File: src/rtl/lsu_pkg.sv
// Shared types and helpers for the memory-stage load/store unit.
package lsu_pkg;

  typedef enum logic [1:0] {
    IDLE,
    BEAT0,
    BEAT1,
    DONE
  } lsu_state_t;

  localparam logic [1:0] SZ_B = 2'd0;
  localparam logic [1:0] SZ_H = 2'd1;
  localparam logic [1:0] SZ_W = 2'd2;

  // Size code 3 behaves as a word access.
  function automatic logic [2:0] nbytes(input logic [1:0] size);
    case (size)
      SZ_B:    nbytes = 3'd1;
      SZ_H:    nbytes = 3'd2;
      default: nbytes = 3'd4;
    endcase
  endfunction

endpackage

File: src/rtl/lsu_align.sv
// Byte-lane alignment: 64-bit store lane mask/data and load extract with extension.
module lsu_align
  import lsu_pkg::*;
(
  input  logic [1:0]  off,
  input  logic [1:0]  size,
  input  logic        uns,
  input  logic [31:0] wdata,
  input  logic [63:0] rword,
  output logic [7:0]  lane_mask,
  output logic [63:0] lane_data,
  output logic [31:0] load_data
);

  logic [31:0] shifted;

  always_comb begin
    lane_mask = ((8'd1 << nbytes(size)) - 8'd1) << off;
    lane_data = {32'd0, wdata} << {off, 3'b000};
    shifted   = 32'(rword >> {off, 3'b000});
    case (size)
      SZ_B:    load_data = uns ? {24'd0, shifted[7:0]}  : {{24{shifted[7]}}, shifted[7:0]};
      SZ_H:    load_data = uns ? {16'd0, shifted[15:0]} : {{16{shifted[15]}}, shifted[15:0]};
      default: load_data = shifted;
    endcase
  end

endmodule

File: src/rtl/mem_stage_lsu.sv
// Memory-stage LSU: drives the data-RAM bus for loads/stores, splitting
// misaligned accesses into two word beats and stalling the pipeline meanwhile.
module mem_stage_lsu
  import lsu_pkg::*;
#(
  parameter int ADDR_W = 32,
  parameter int DATA_W = 32
) (
  input  logic              clk,
  input  logic              reset,
  input  logic              req_valid,
  input  logic              req_load,
  input  logic              req_store,
  input  logic [1:0]        req_size,
  input  logic              req_unsigned,
  input  logic [ADDR_W-1:0] req_addr,
  input  logic [31:0]       req_wdata,
  output logic              stall_o,
  output logic              done_o,
  output logic [31:0]       rdata_o,
  output logic              bus_valid,
  output logic              bus_we,
  output logic [ADDR_W-1:0] bus_addr,
  output logic [3:0]        bus_be,
  output logic [31:0]       bus_wdata,
  input  logic              bus_ready,
  input  logic [31:0]       bus_rdata
);

  if (DATA_W != 32) begin : g_data_w_check
    $error("mem_stage_lsu: DATA_W must be 32");
  end

  lsu_state_t        state;
  logic              mem_op;
  logic [ADDR_W-1:0] beat0_addr;
  logic [1:0]        off_q;
  logic [1:0]        size_q;
  logic              uns_q;
  logic              split_q;
  logic [ADDR_W-1:0] addr1_q;
  logic [3:0]        be1_q;
  logic [31:0]       wdata1_q;
  logic [31:0]       lo_q;

  logic [1:0]        a_off;
  logic [1:0]        a_size;
  logic              a_uns;
  logic [63:0]       a_rword;
  logic [7:0]        lane_mask;
  logic [63:0]       lane_data;
  logic [31:0]       load_data;

  // One aligner serves both directions: request fields in IDLE, latched fields during beats.
  always_comb begin
    mem_op     = req_valid & (req_load | req_store);
    stall_o    = (state == IDLE && mem_op) || state == BEAT0 || state == BEAT1;
    beat0_addr = {req_addr[ADDR_W-1:2], 2'b00};
    if (state == IDLE) begin
      a_off  = req_addr[1:0];
      a_size = req_size;
      a_uns  = req_unsigned;
    end else begin
      a_off  = off_q;
      a_size = size_q;
      a_uns  = uns_q;
    end
    a_rword = (state == BEAT1) ? {bus_rdata, lo_q} : {32'd0, bus_rdata};
  end

  lsu_align u_align (
    .off       (a_off),
    .size      (a_size),
    .uns       (a_uns),
    .wdata     (req_wdata),
    .rword     (a_rword),
    .lane_mask (lane_mask),
    .lane_data (lane_data),
    .load_data (load_data)
  );

  always_ff @(posedge clk) begin
    if (reset) begin
      state     <= IDLE;
      done_o    <= 1'b0;
      rdata_o   <= '0;
      bus_valid <= 1'b0;
      bus_we    <= 1'b0;
      bus_addr  <= '0;
      bus_be    <= '0;
      bus_wdata <= '0;
      off_q     <= '0;
      size_q    <= '0;
      uns_q     <= 1'b0;
      split_q   <= 1'b0;
      addr1_q   <= '0;
      be1_q     <= '0;
      wdata1_q  <= '0;
      lo_q      <= '0;
    end else begin
      case (state)
        IDLE: begin
          if (mem_op) begin
            state     <= BEAT0;
            bus_valid <= 1'b1;
            bus_we    <= req_store;
            bus_addr  <= beat0_addr;
            bus_be    <= lane_mask[3:0];
            bus_wdata <= req_store ? lane_data[31:0] : '0;
            addr1_q   <= beat0_addr + ADDR_W'(4);
            be1_q     <= lane_mask[7:4];
            wdata1_q  <= req_store ? lane_data[63:32] : '0;
            split_q   <= |lane_mask[7:4];
            off_q     <= req_addr[1:0];
            size_q    <= req_size;
            uns_q     <= req_unsigned;
          end
        end
        BEAT0, BEAT1: begin
          if (bus_ready) begin
            if (state == BEAT0 && split_q) begin
              state     <= BEAT1;
              bus_addr  <= addr1_q;
              bus_be    <= be1_q;
              bus_wdata <= wdata1_q;
              lo_q      <= bus_rdata;
            end else begin
              state     <= DONE;
              done_o    <= 1'b1;
              bus_valid <= 1'b0;
              bus_we    <= 1'b0;
              bus_addr  <= '0;
              bus_be    <= '0;
              bus_wdata <= '0;
              if (!bus_we) rdata_o <= load_data;
            end
          end
        end
        DONE: begin
          state  <= IDLE;
          done_o <= 1'b0;
        end
        default: state <= IDLE;
      endcase
    end
  end

endmodule

File: config.mk
export PLATFORM = sky130hd
export DESIGN_NAME = mem_stage_lsu
export DESIGN_NICKNAME = d
export VERILOG_FILES = /design/src/rtl/lsu_pkg.sv /design/src/rtl/lsu_align.sv /design/src/rtl/mem_stage_lsu.sv
export SDC_FILE = /design/constraint.sdc
export NUM_CORES = 1
export LEC_CHECK = 0
export ABC_CLOCK_PERIOD_IN_PS = 7350
export BUFFER_PORTS_ARGS = -buffer_cell sky130_fd_sc_hd__buf_4
export CAP_MARGIN = 40
export CORE_UTILIZATION = 43
export CTS_CLUSTER_SIZE = 40
export DETAILED_ROUTE_END_ITERATION = 8
export GPL_TIMING_DRIVEN = 1
export PLACE_DENSITY = 0.73
export SETUP_SLACK_MARGIN = 0.02
export SLEW_MARGIN = 20
export SYNTH_ARGS = -nofsm -noshare
export SYNTH_HDL_FRONTEND = slang
export SYNTH_SLANG_ARGS = --single-unit
File: constraint.sdc
create_clock -name clk -period 7.35 [get_ports clk]
set_input_delay 1.47 -clock clk [delete_from_list [all_inputs] [get_ports clk]]
set_output_delay 1.47 -clock clk [all_outputs]
set_load 0.005 [all_outputs]
Yosys cells after proc, flatten, opt, wreduce, memory -nomap -nowiden
Index checks and enable logic that the tools add are counted.
{"block": "word_totals", "register_bits": 211, "latchBits": 0, "mem_bits_rw": 0, "rom_bits": 0, "n_memories": 0}
{"block": "classes", "addsub": 2, "multipliers": 0, "div": 0, "order_cmp": 0, "eq_ne": 7, "shifts": 4, "muxes": 35, "n_bitwise": 4, "reduce_logical": 17}
{"op": "two-way mux 32 bit", "n": 10}
{"op": "one-hot mux 32 bit (2 select lines)", "n": 3}
{"op": "two-way mux 64 bit", "n": 1}
{"op": "<< shifter 32 x 5 -> 64 bit", "n": 1}
{"op": "right shift 64 x 5 -> 32 bit", "n": 1}
{"op": "adder 32 x 3 -> 32 bit, second input constant", "n": 1}
{"op": "two-way mux 4 bit", "n": 3}
{"op": "AND reduction 3 bit", "n": 3}
{"op": "two-way mux 1 bit", "n": 8}
{"op": "two-way mux 2 bit", "n": 4}
{"op": "one-hot mux 4 bit (2 select lines)", "n": 1}
{"op": "AND reduction 4 bit", "n": 2}
{"op": "<< shifter 1 x 3 -> 8 bit, first input constant", "n": 1}
{"op": "<< shifter 8 x 2 -> 8 bit", "n": 1}
{"op": "subtractor 8 x 1 -> 8 bit, second input constant", "n": 1}
{"op": "inequality test 2 bit, second input constant", "n": 3}
{"op": "one-hot mux 1 bit (2 select lines)", "n": 3}
{"op": "one-hot mux 2 bit (3 select lines)", "n": 1}
{"op": "one-hot mux 3 bit (2 select lines)", "n": 1}
{"op": "equality test 2 x 1 -> 1 bit, second input constant", "n": 2}
{"op": "equality test 2 bit, second input constant", "n": 2}
{"op": "zero test 2 bit", "n": 2}
{"op": "AND reduction 2 bit", "n": 2}
{"op": "nonzero test 2 bit", "n": 2}
{"op": "other kinds (7)", "n": 10}

Longest topological paths before layout
{"block": "depth", "depth_word": 9, "depth_mapped": 11}

By module
Synthesis repeated with hierarchy kept, for this count alone.
{"block": "hier_totals", "cells_unflattened": 1387, "area_unflattened_um2": 11453.5}
{"module": "mem_stage_lsu", "instances": 1, "cells_each": 1122, "area_per_inst_um2": 9176.3, "seq_area_each_um2": 4144.0}
{"module": "lsu_align", "instances": 1, "cells_each": 265, "area_per_inst_um2": 2277.2, "seq_area_each_um2": 0.0}

Least setup slack after synthesis
No wires, ideal clock.
{"block": "synth_timing", "path_kind": "input to output", "start": "input port req_store", "end": "output port stall_o", "t_arrival_ns": 2.344, "path_slack_ns": 3.536, "stages": 4, "n_path_buf": 2, "path_cell_list": "o211a_1 > clkbuf_1 > clkbuf_1 > or3_1"}
{"block": "synth_between", "elab_chain_len": 5}
{"element": "start: declaration", "line": "mem_stage_lsu.sv:13", "text": "input logic req_store,"}
{"element": "OR 1 bit", "line": "mem_stage_lsu.sv:56", "text": "mem_op = req_valid & (req_load | req_store);"}
{"element": "bitwise AND 1 bit", "line": "mem_stage_lsu.sv:56"}
{"element": "logical AND 1 bit", "line": "mem_stage_lsu.sv:57", "text": "stall_o = (state == IDLE && mem_op) || state == BEAT0 || state == BEAT1;"}
{"element": "logical OR 1 bit (2 in a row)", "line": "mem_stage_lsu.sv:57"}
{"element": "end: declaration", "line": "mem_stage_lsu.sv:18", "text": "output logic stall_o,"}
No other way between the ends.

Worst setup path after layout
Same ends and word-level chain as after synthesis.

==> reports/metrics.yaml <==
run_status:
  status: "finished, final reports clean"
sta:
  finalMaxSlewViolations: 0
  rsz0062_at_grt: "no"
  hold_viol: 0
  relSlewSlack: 0.421
  worstMarginPinSlew_ps: 863
  period_needed_ps: 4230
  tns_ps: 0
  finClkSkew_ps: 13.7
  finalSetupViolCount: 0
  max_freq_mhz: 236
  min_period_over_period: 0.575
final_layout:
  finalCoreUtilization: 0.540
  drive_above_1_share: 0.229
  antenna_cells: 0
  area_growth_pct: 22.9
  layout.nets: 1425
place:
  routabilityCongestion: 0.829
  port_buffers: 206
  post-dp-hpwl_um: 20400
setup_path:
  critical_path_class: "in2out"
  critPathArrivalTime_ps: 2760
  crit_buf_inv: 3
  crit_top_cell: "buf_4"
  crit_slowest_cell: "or3_1"
  reg2reg_depth: 9
  r2r-start: "state[0]"
  r2r_setup_slack_ps: 4030
  worstSetupEndpointType: "output pin"
  required_ps: 5880
  crit_path_max_fanout: 72
  slowest_delay_ps: 410
  cp_top_family: "buffers and inverters"
  cp_num_cells: 5
  start_kind: "primary input"
  timing.rr.end: "wdata1_q[17]"
  crit_chain: "buf_4 > o211a_2 > buf_4 > or3_1 > buf_4"
die:
  dieArea_um2: 23800
  die_h_um: 154
  rows: 55
  initial_core_util: 0.440
  coreArea_um2: 22600
  ioPinCount: 209
  die_x_um: 154
min_path:
  holdPathEnd: "lo_q[7]"
  whs_path_depth: 2
  min-delay-start: "lo_q[7]"
  min_path_type: "reg2reg"
synth:
  yosysWarnings: 0
  synth_cell_types: 58
  synth_edf_count: 0
  syn_inst: 1179
  async_flop_share: 0
  synthesis.area_um2: 9960
  ys_seq_elements: 199
  ys_top_cells_by_area: "dfxtp_1, nor2_1, nand2_1, a211oi_1, mux4_2"
  syn_avg_cell_area_um2: 8.45
  ys_seq_area_frac: 0.400
  synth-main-ff-cell: "dfxtp_1"
  yosys.area.top_type: "dfxtp_1"
  synth_top_area_frac: 0.400
power:
  power_density_nw_per_um2: 284
  ir_drop_mv: 0.165
  p_leak_nw: 4.67
  total_power_mw: 3.48
clock_network:
  cts.sinks: 199
  cts_setup_buffers: 0
  cts_buffers: 17
  clock_latency_ps: 440
  cts_tree: "yes"
  cts-resized-gates: 0
  hold_buffers: 0
  cts-root-buf: "clkbuf_16"
  htree_num_levels: 4
  clock_path_buffers: 2
  clk_pin_slew_ps: 70
job:
  max_cap_viol_count: 0
global_route:
  grt_max_degree: 78
  first_global_vias: 8918
  grtUsageTotal: 0.254
  grt_overflow: 0
  grt_pass1_wl_um: 48100
  grt_antenna_before_repair: 0
drt:
  drc_errors: 0
  num_vias: 9560
  wirelength_um: 30500
  via_per_inst: 5.93
  drt_iter0_markers: 702
  first_pass_iters: 6
  detail-route-antenna-nets: 0
  wl_per_cell_um: 18.9
## stage by stage
| stage | instance area [um^2] | hold WS (ps) | worst slack (ps) | cells |
|---|---|---|---|---|
| 4_1_cts | 12200 | 459 | 3020 | 1612 |
| 3_5_place_dp | 11600 | 449 | 3150 | 1580 |
| 5_1_grt | 12200 | 481 | 3070 | 1613 |
| 2_1_floorplan | 9960 | 433 | 3540 | 1180 |
| 6_report | 12200 | 457 | 3120 | 1613 |
| 3_3_place_gp | 11500 | 440 | 3150 | 1578 |
## power by group
part	internal, mW	total (mW)	switching [mW]	leakage [nW]
Clock	0.550	1.01	0.459	0.299
Combinational	0.504	1.14	0.636	2.75
Sequential	1.23	1.33	0.0965	1.63
Total	2.28	3.48	1.19	4.67
## routing by layer
layer	share of wire	vias up	global-route usage
met1	0.43	4506	0.336
li1	-	4564	-
met2	0.46	434	0.407
met3	0.082	56	0.0532
met5	0	-	0
met4	0.025	0	0.0962
## worst reg2reg max path: cells and delay by family (launching register included)
kind	cells	cell delay, ps
compound gates	1	130
fa+ha+maj	1	280
buf+inv	3	790
flops	1	360
mux	1	600
simple gates	3	1100
## sequential cells by signal, indices dropped and copies added, names as in the netlist
register / count
addr1_q: 30
be1_q: 4
bus_addr: 30
bus_be: 4
bus_valid: 1
bus_wdata: 32
bus_we: 1
done_o: 1
lo_q: 32
off_q: 2
rdata_o: 32
size_q: 2
split_q: 1
state: 2
uns_q: 1
wdata1_q: 24
## synthesized netlist by cell type, drive strengths merged (3+ instances only)
library cell	count
and2	5
nand4	6
a311oi	11
nor3b	4
nor3	69
a211oi	66
nand2	149
a221oi	48
a22oi	24
and3	7
nor4	8
mux2i	45
dfxtp	199
inv	10
clkbuf	80
a32oi	9
or3	5
o22a	7
mux2	14
nand3	8
a211o	7
xor2	3
a21oi	72
xnor2	21
nor2	190
mux4	22
o21ai	13
ha	5
o21a	3
buf	28
o2bb2ai	16
## kinds of logic (layout without fill, tap and decap cells)
group | Yosys count | in the layout | share of synthesized area
AOI/OAI and AO/OA | 289 | 289 | 0.211
xor gates and xnor gates | 24 | 24 | 0.0211
adders and majority gates | 5 | 5 | 0.00628
buffers and inverters | 118 | 266 | 0.0515
DFF | 199 | 199 | 0.400
muxes | 81 | 81 | 0.112
other | 1 | 2 | 0.000377
and+or+nand+nor | 462 | 462 | 0.198
## cell usage in the layout (no fill, tap or decap), types with 3 or more instances in the layout
master / count
mux2i_1: 43
clkinv_8: 3
bufinv_16: 3
a21oi_1: 72
nand3_1: 8
ha_1: 5
nor3b_1: 4
buf_4: 220
or3_1: 5
o21ai_1: 3
o2bb2ai_1: 16
and3_1: 6
dfxtp_1: 199
xor2_1: 3
a22oi_1: 24
mux4_2: 22
nand2_1: 148
clkbuf_16: 17
and2_1: 4
mux2_2: 11
o21a_1: 3
xnor2_1: 21
clkinvlp_4: 3
inv_6: 4
nor4_1: 8
o21ai_0: 10
nor2_1: 188
nor3_1: 68
nand4_1: 6
a311oi_1: 11
a221oi_1: 48
a211oi_1: 66
a211o_1: 7
a32oi_1: 9
inv_1: 9
o22a_1: 7
## how the worst max path moves through the flow
| stage | to | slack [ps] | from |
|---|---|---|---|
| floorplan | stall_o | 3540 | req_store |
| global placement | stall_o | 3150 | req_store |
| detailed placement | stall_o | 3150 | req_store |
| CTS | stall_o | 3020 | state[0] |
| global route | stall_o | 3070 | req_store |
| finish | stall_o | 3120 | req_store |
## layout make-up
cell class,instances,area [um^2]
Clock buffer,17,425
Clock inverter,15,214
Fill cell,2078,10400
Inverter,10,37.5
Multi-Input combinational cell,863,5490
Sequential cell,199,3980
Tap cell,285,357
Timing Repair Buffer,224,1730
No activity file was read; power rests on OpenSTA's default activity.
